==> config.mk <==
export PLATFORM = sky130hd
export DESIGN_NAME = mem_arbiter
export DESIGN_NICKNAME = d
export VERILOG_FILES = /design/src/rtl/mem_arbiter_pkg.sv /design/src/rtl/mem_arbiter.sv
export SDC_FILE = /design/constraint.sdc
export NUM_CORES = 1
export LEC_CHECK = 0
export BUFFER_PORTS_ARGS = -buffer_cell sky130_fd_sc_hd__buf_2
export CAP_MARGIN = 20
export CORE_MARGIN = 2
export CORE_UTILIZATION = 47
export CTS_CLUSTER_DIAMETER = 60
export CTS_CLUSTER_SIZE = 30
export DETAILED_ROUTE_END_ITERATION = 16
export PLACE_DENSITY = 0.81
export SETUP_SLACK_MARGIN = 0.4
export SYNTH_ARGS = -nofsm -noshare
export SYNTH_HDL_FRONTEND = slang
export SYNTH_SLANG_ARGS = --single-unit
export TNS_END_PERCENT = 100
==> constraint.sdc <==
create_clock -name clk -period 2.1 [get_ports clk]
set_input_delay 0.315 -clock clk [delete_from_list [all_inputs] [get_ports clk]]
set_output_delay 0.315 -clock clk [all_outputs]
set_load 0.02 [all_outputs]
==> src/rtl/mem_arbiter_pkg.sv <==
// ---------------------------------------------------------------------------
// mem_arbiter_pkg : FSM state encodings and defaults shared by the arbiter.
// Revision 1.0
// ---------------------------------------------------------------------------
`default_nettype none

package mem_arbiter_pkg;

  localparam logic [1:0] ARB_IDLE = 2'b00;
  localparam logic [1:0] ARB_IF   = 2'b01;
  localparam logic [1:0] ARB_D    = 2'b10;

  localparam int STARVE_MAX_DEFAULT = 4;

  // Width needed to hold 0..max inclusive.
  function automatic int cnt_width(input int max);
    return (max < 1) ? 1 : $clog2(max + 1);
  endfunction

endpackage

`default_nettype wire

==> src/rtl/mem_arbiter.sv <==
// ---------------------------------------------------------------------------
// mem_arbiter : fetch/load-store arbiter for one single-port unified memory.
// Revision 1.0
// ---------------------------------------------------------------------------
`default_nettype none

module mem_arbiter
  import mem_arbiter_pkg::*;
#(
  parameter int STARVE_MAX = STARVE_MAX_DEFAULT
) (
  input  logic        clk,
  input  logic        rst_n,
  input  logic        if_req,
  input  logic [31:0] if_addr,
  output logic [31:0] if_rdata,
  output logic        if_valid,
  input  logic        d_req,
  input  logic        d_we,
  input  logic [31:0] d_addr,
  input  logic [31:0] d_wdata,
  output logic [31:0] d_rdata,
  output logic        d_valid,
  output logic        mem_en,
  output logic        mem_we,
  output logic [31:0] mem_addr,
  output logic [31:0] mem_wdata,
  input  logic [31:0] mem_rdata,
  input  logic        mem_ready,
  output logic        pc_hold
);

  localparam int              c_cnt_w = cnt_width(STARVE_MAX);
  localparam logic [c_cnt_w-1:0] c_max = c_cnt_w'(STARVE_MAX);

  logic [1:0]         r_state;
  logic [c_cnt_w-1:0] r_starve_cnt;
  logic               w_if_pend;
  logic               w_d_pend;
  logic               w_starved;
  logic               w_grant_if;
  logic               w_grant_d;
  logic               w_unused_addr_bits;

  // A port whose valid is pulsing is finishing, not requesting again.
  assign w_if_pend = if_req & ~if_valid;
  assign w_d_pend  = d_req & ~d_valid;
  assign w_starved = (r_starve_cnt == c_max) & if_req;

  always_comb begin
    w_grant_if = 1'b0;
    w_grant_d  = 1'b0;
    if (r_state == ARB_IDLE) begin
      if (w_d_pend && !w_starved) begin
        w_grant_d = 1'b1;
      end else if (w_if_pend) begin
        w_grant_if = 1'b1;
      end
    end
  end

  always_ff @(posedge clk or negedge rst_n) begin
    if (!rst_n) begin
      r_state      <= ARB_IDLE;
      r_starve_cnt <= '0;
      mem_en       <= 1'b0;
      mem_we       <= 1'b0;
      mem_addr     <= '0;
      mem_wdata    <= '0;
      if_rdata     <= '0;
      d_rdata      <= '0;
      if_valid     <= 1'b0;
      d_valid      <= 1'b0;
    end else begin
      if_valid <= 1'b0;
      d_valid  <= 1'b0;
      case (r_state)
        ARB_IDLE: begin
          if (w_grant_d) begin
            r_state   <= ARB_D;
            mem_en    <= 1'b1;
            mem_we    <= d_we;
            mem_addr  <= {d_addr[31:2], 2'b00};
            mem_wdata <= d_wdata;
            if (if_req && (r_starve_cnt != c_max)) begin
              r_starve_cnt <= r_starve_cnt + 1'b1;
            end
          end else if (w_grant_if) begin
            r_state      <= ARB_IF;
            mem_en       <= 1'b1;
            mem_we       <= 1'b0;
            mem_addr     <= {if_addr[31:2], 2'b00};
            r_starve_cnt <= '0;
          end
        end
        ARB_IF: begin
          if (mem_ready) begin
            if_rdata <= mem_rdata;
            if_valid <= 1'b1;
            mem_en   <= 1'b0;
            r_state  <= ARB_IDLE;
          end
        end
        ARB_D: begin
          if (mem_ready) begin
            if (!mem_we) begin
              d_rdata <= mem_rdata;
            end
            d_valid <= 1'b1;
            mem_en  <= 1'b0;
            mem_we  <= 1'b0;
            r_state <= ARB_IDLE;
          end
        end
        default: begin
          r_state <= ARB_IDLE;
          mem_en  <= 1'b0;
          mem_we  <= 1'b0;
        end
      endcase
    end
  end

  assign pc_hold = (if_req & ~if_valid) | (d_req & ~d_valid);

  // Memory is word-addressed; the byte offset is intentionally dropped.
  assign w_unused_addr_bits = ^{if_addr[1:0], d_addr[1:0]};

endmodule

`default_nettype wire

==> out/qor.yml <==
outcome:
  outcome: "finished clean"
yosys:
  synth_top_area_frac: 0.591
  synthTopCellsByArea: "dfrtp_1 59%, mux2_2 11%, a221oi_2 7.9%"
  syn-cell-area_um2: 5720
  async_flop_share: 1.00
  yosysUniqueCellTypes: 32
  synth_cells: 492
  yosysTopAreaCell: "dfrtp_1"
  seq_area_frac_synth: 0.591
  synth_edf_count: 0
  synth_warnings: 0
  synthFlopType: "dfrtp_1"
  ys_ff_latch: 135
  syn_avg_cell_area_um2: 11.6
placement:
  place_area_um2: 7240
  dp_hpwl_um: 10200
  gp_congestion: 0.771
  portBuffers: 260
clocking:
  numCtsBuffers: 17
  clk_latency_ns: 0.41
  clk_pin_slew_ns: 0.05
  htree_levels: 4
  cts_root_buf: "clkbuf_16"
  ctsLongestPathBuffers: 2
  tritoncts: "built"
  cts.sinks: 135
sta:
  slew_headroom: 0.653
  setup_tns_ns: 0
  hold_viol_final: 0
  period_share: 0.785
  finClkSkew_ns: 0.00595
  layout_min_cycle_time_ns: 1.65
  timing.fmax_ghz: 0.607
  hold_slack_ns: 0.0863
  slew_violations: 0
  tightest_slew_ns: 0.521
  rsz0062_at_grt: "false"
  setup_viol: 0
finish:
  antennaDiodeCount: 0
  n_fill_cell: 905
  syn2layout_area_growth_pct: 41.7
  drive_above_1_share: 0.528
  final_nets: 905
  fin_area_um2: 8100
worst_setup_path:
  end_kind: "output port"
  crit_type: "reg2out"
  critPathRequiredTime_ns: 1.78
  arrival_ns: 1.33
  worst-path-max-fanout: 5
  cp-start-kind: "flop"
routing:
  dr.pass1.iters: 4
  ant_nets: 0
  post-route-drc-count: 0
  routed_wl_um: 14900
  first_iter_violations: 228
  wire_per_inst_um: 16.1
  vias: 4579
  via_per_inst: 4.95
die:
  initial_utilization: 0.478
  core_area_um2: 12000
  die-area_um2: 13100
  dieWidth_um: 114
  die_h_um: 114
  ios: 267
  rows: 40
grt:
  grt_usage: 0.224
  grt_pass1_wl_um: 22400
  grt_use_met3: 0.0736
  overflow: 0
  grt_util_met2: 0.404
  antenna_found_initial: 1
  grt_max_degree: 45
  grt_pass1_vias: 4699
  met1_usage: 0.244
  grt_busiest_layer: "met2"
power_and_ir_drop:
  vdd_ir_drop_max_mv: 0.972
  power.leakage_nw: 4.38
  power_density_nw_per_um2: 1720
job:
  cap_viol_max_count: 0
worst_hold_path:
  hold_path_class: "in2reg"
## state kept, by name, indices dropped and copies added (netlist names), 2 cells and up
| signal | count |
|---|---|
| mem_addr | 30 |
| r_starve_cnt | 3 |
| mem_wdata | 32 |
| d_rdata | 32 |
| if_rdata | 32 |
| r_state | 2 |
## synth_stat cells (2+ instances only)
cell type,number
dfrtp_1,135
nor2_1,33
nand2b_1,2
and2_1,2
inv_1,69
a221oi_2,30
nand2_1,102
o22ai_1,2
nand3_1,3
a21oi_1,4
buf_4,2
mux2_2,57
buf_6,3
ha_1,5
buf_2,14
clkbuf_1,6
mux2_1,7
nor2b_1,2
## worst max-delay path, cell delays in order (launching register included)
cell      delay [ns]
dfrtp_1         0.44
nand2b_2        0.25
nand2_1         0.07
buf_2           0.17
## cell type report
| type | count | area (µm²) | share of cell area |
|---|---|---|---|
| clock buffers | 23 | 498 | 0.0615 |
| flip-flops and latches | 135 | 3380 | 0.417 |
| clock inverters | 8 | 143 | 0.0176 |
| multi-input cells | 264 | 2010 | 0.248 |
| well taps | 147 | 184 | 0.0227 |
| repair buffers | 279 | 1630 | 0.201 |
| inverters | 69 | 259 | 0.0320 |
## power breakdown
part | total, W | leakage [nW] | switching [W] | internal, W
clock network | 0.00318 | 0.315 | 0.00105 | 0.00213
registers | 0.00453 | 1.60 | 0.000659 | 0.00387
logic | 0.00625 | 2.46 | 0.00371 | 0.00254
total | 0.0140 | 4.38 | 0.00542 | 0.00855
## through the flow
step / utilization / setup WS, ns / instances / power [W]
final: 0.677 / 0.452 / 925 / 0.0140
after floorplan: - / 0.521 / 493 / 0.00834
after global placement: 0.605 / 0.426 / 885 / 0.0101
after detailed placement: 0.605 / 0.349 / 885 / 0.0104
after global routing: 0.677 / 0.394 / 925 / 0.0147
after CTS: 0.669 / 0.408 / 920 / 0.0140
## metal layers
layer,vias up,wire length [µm]
li1,2152,-
met1,2198,5830
met2,196,7720
met3,31,1020
met4,2,317
met5,-,13
## path summary, 6_finish.rpt
| check | start | to | slack [ns] | depth (start not counted) |
|---|---|---|---|---|
| setup / recovery | if_valid | pc_hold | 0.45 | 3 |
| hold / removal | d_wdata[24] | mem_wdata[24] | 0.09 | 3 |
| setup reg to reg | r_starve_cnt[1] | mem_addr[11] | 0.48 | 8 |
| hold reg to reg | mem_wdata[1] | mem_wdata[1] | 0.47 | 2 |
| max in group asynchronous | rst_n | mem_addr[28] | 1.02 | 3 |
| min in group asynchronous | rst_n | d_rdata[24] | 0.42 | 2 |
## layout by cell type, fill, tap and decap left out, types with 5 or more instances in the layout
cell and count:
buf_2 259, dfrtp_1 135, nand2_1 101, inv_1 65, mux2_2 57, nor2_1 33
a221oi_2 30, clkbuf_16 19, buf_12 8, mux2_1 7, clkbuf_8 5, buf_4 5
## repair_timing
action / in CTS / in global routing
resized for setup: 9 / 10
pin swaps: 0 / 2
hold buffers: 1 / 0
buffers inserted: 1 / 2
cloned: 2 / 3
endpoints found under the setup margin: 55 / 63
hold endpoints to repair: 36 / 0
## kinds of logic (layout without fill, tap and decap cells)
family | after synthesis | in the layout | share of synthesized area
flops | 135 | 135 | 0.591
compound gates | 44 | 44 | 0.0970
buf+inv | 94 | 379 | 0.0701
simple gates | 148 | 148 | 0.102
other cells | 1 | 2 | 0.000656
fa+ha+maj | 5 | 5 | 0.0109
mux | 65 | 65 | 0.128
Note: power is estimated with default switching activity, not from simulation.
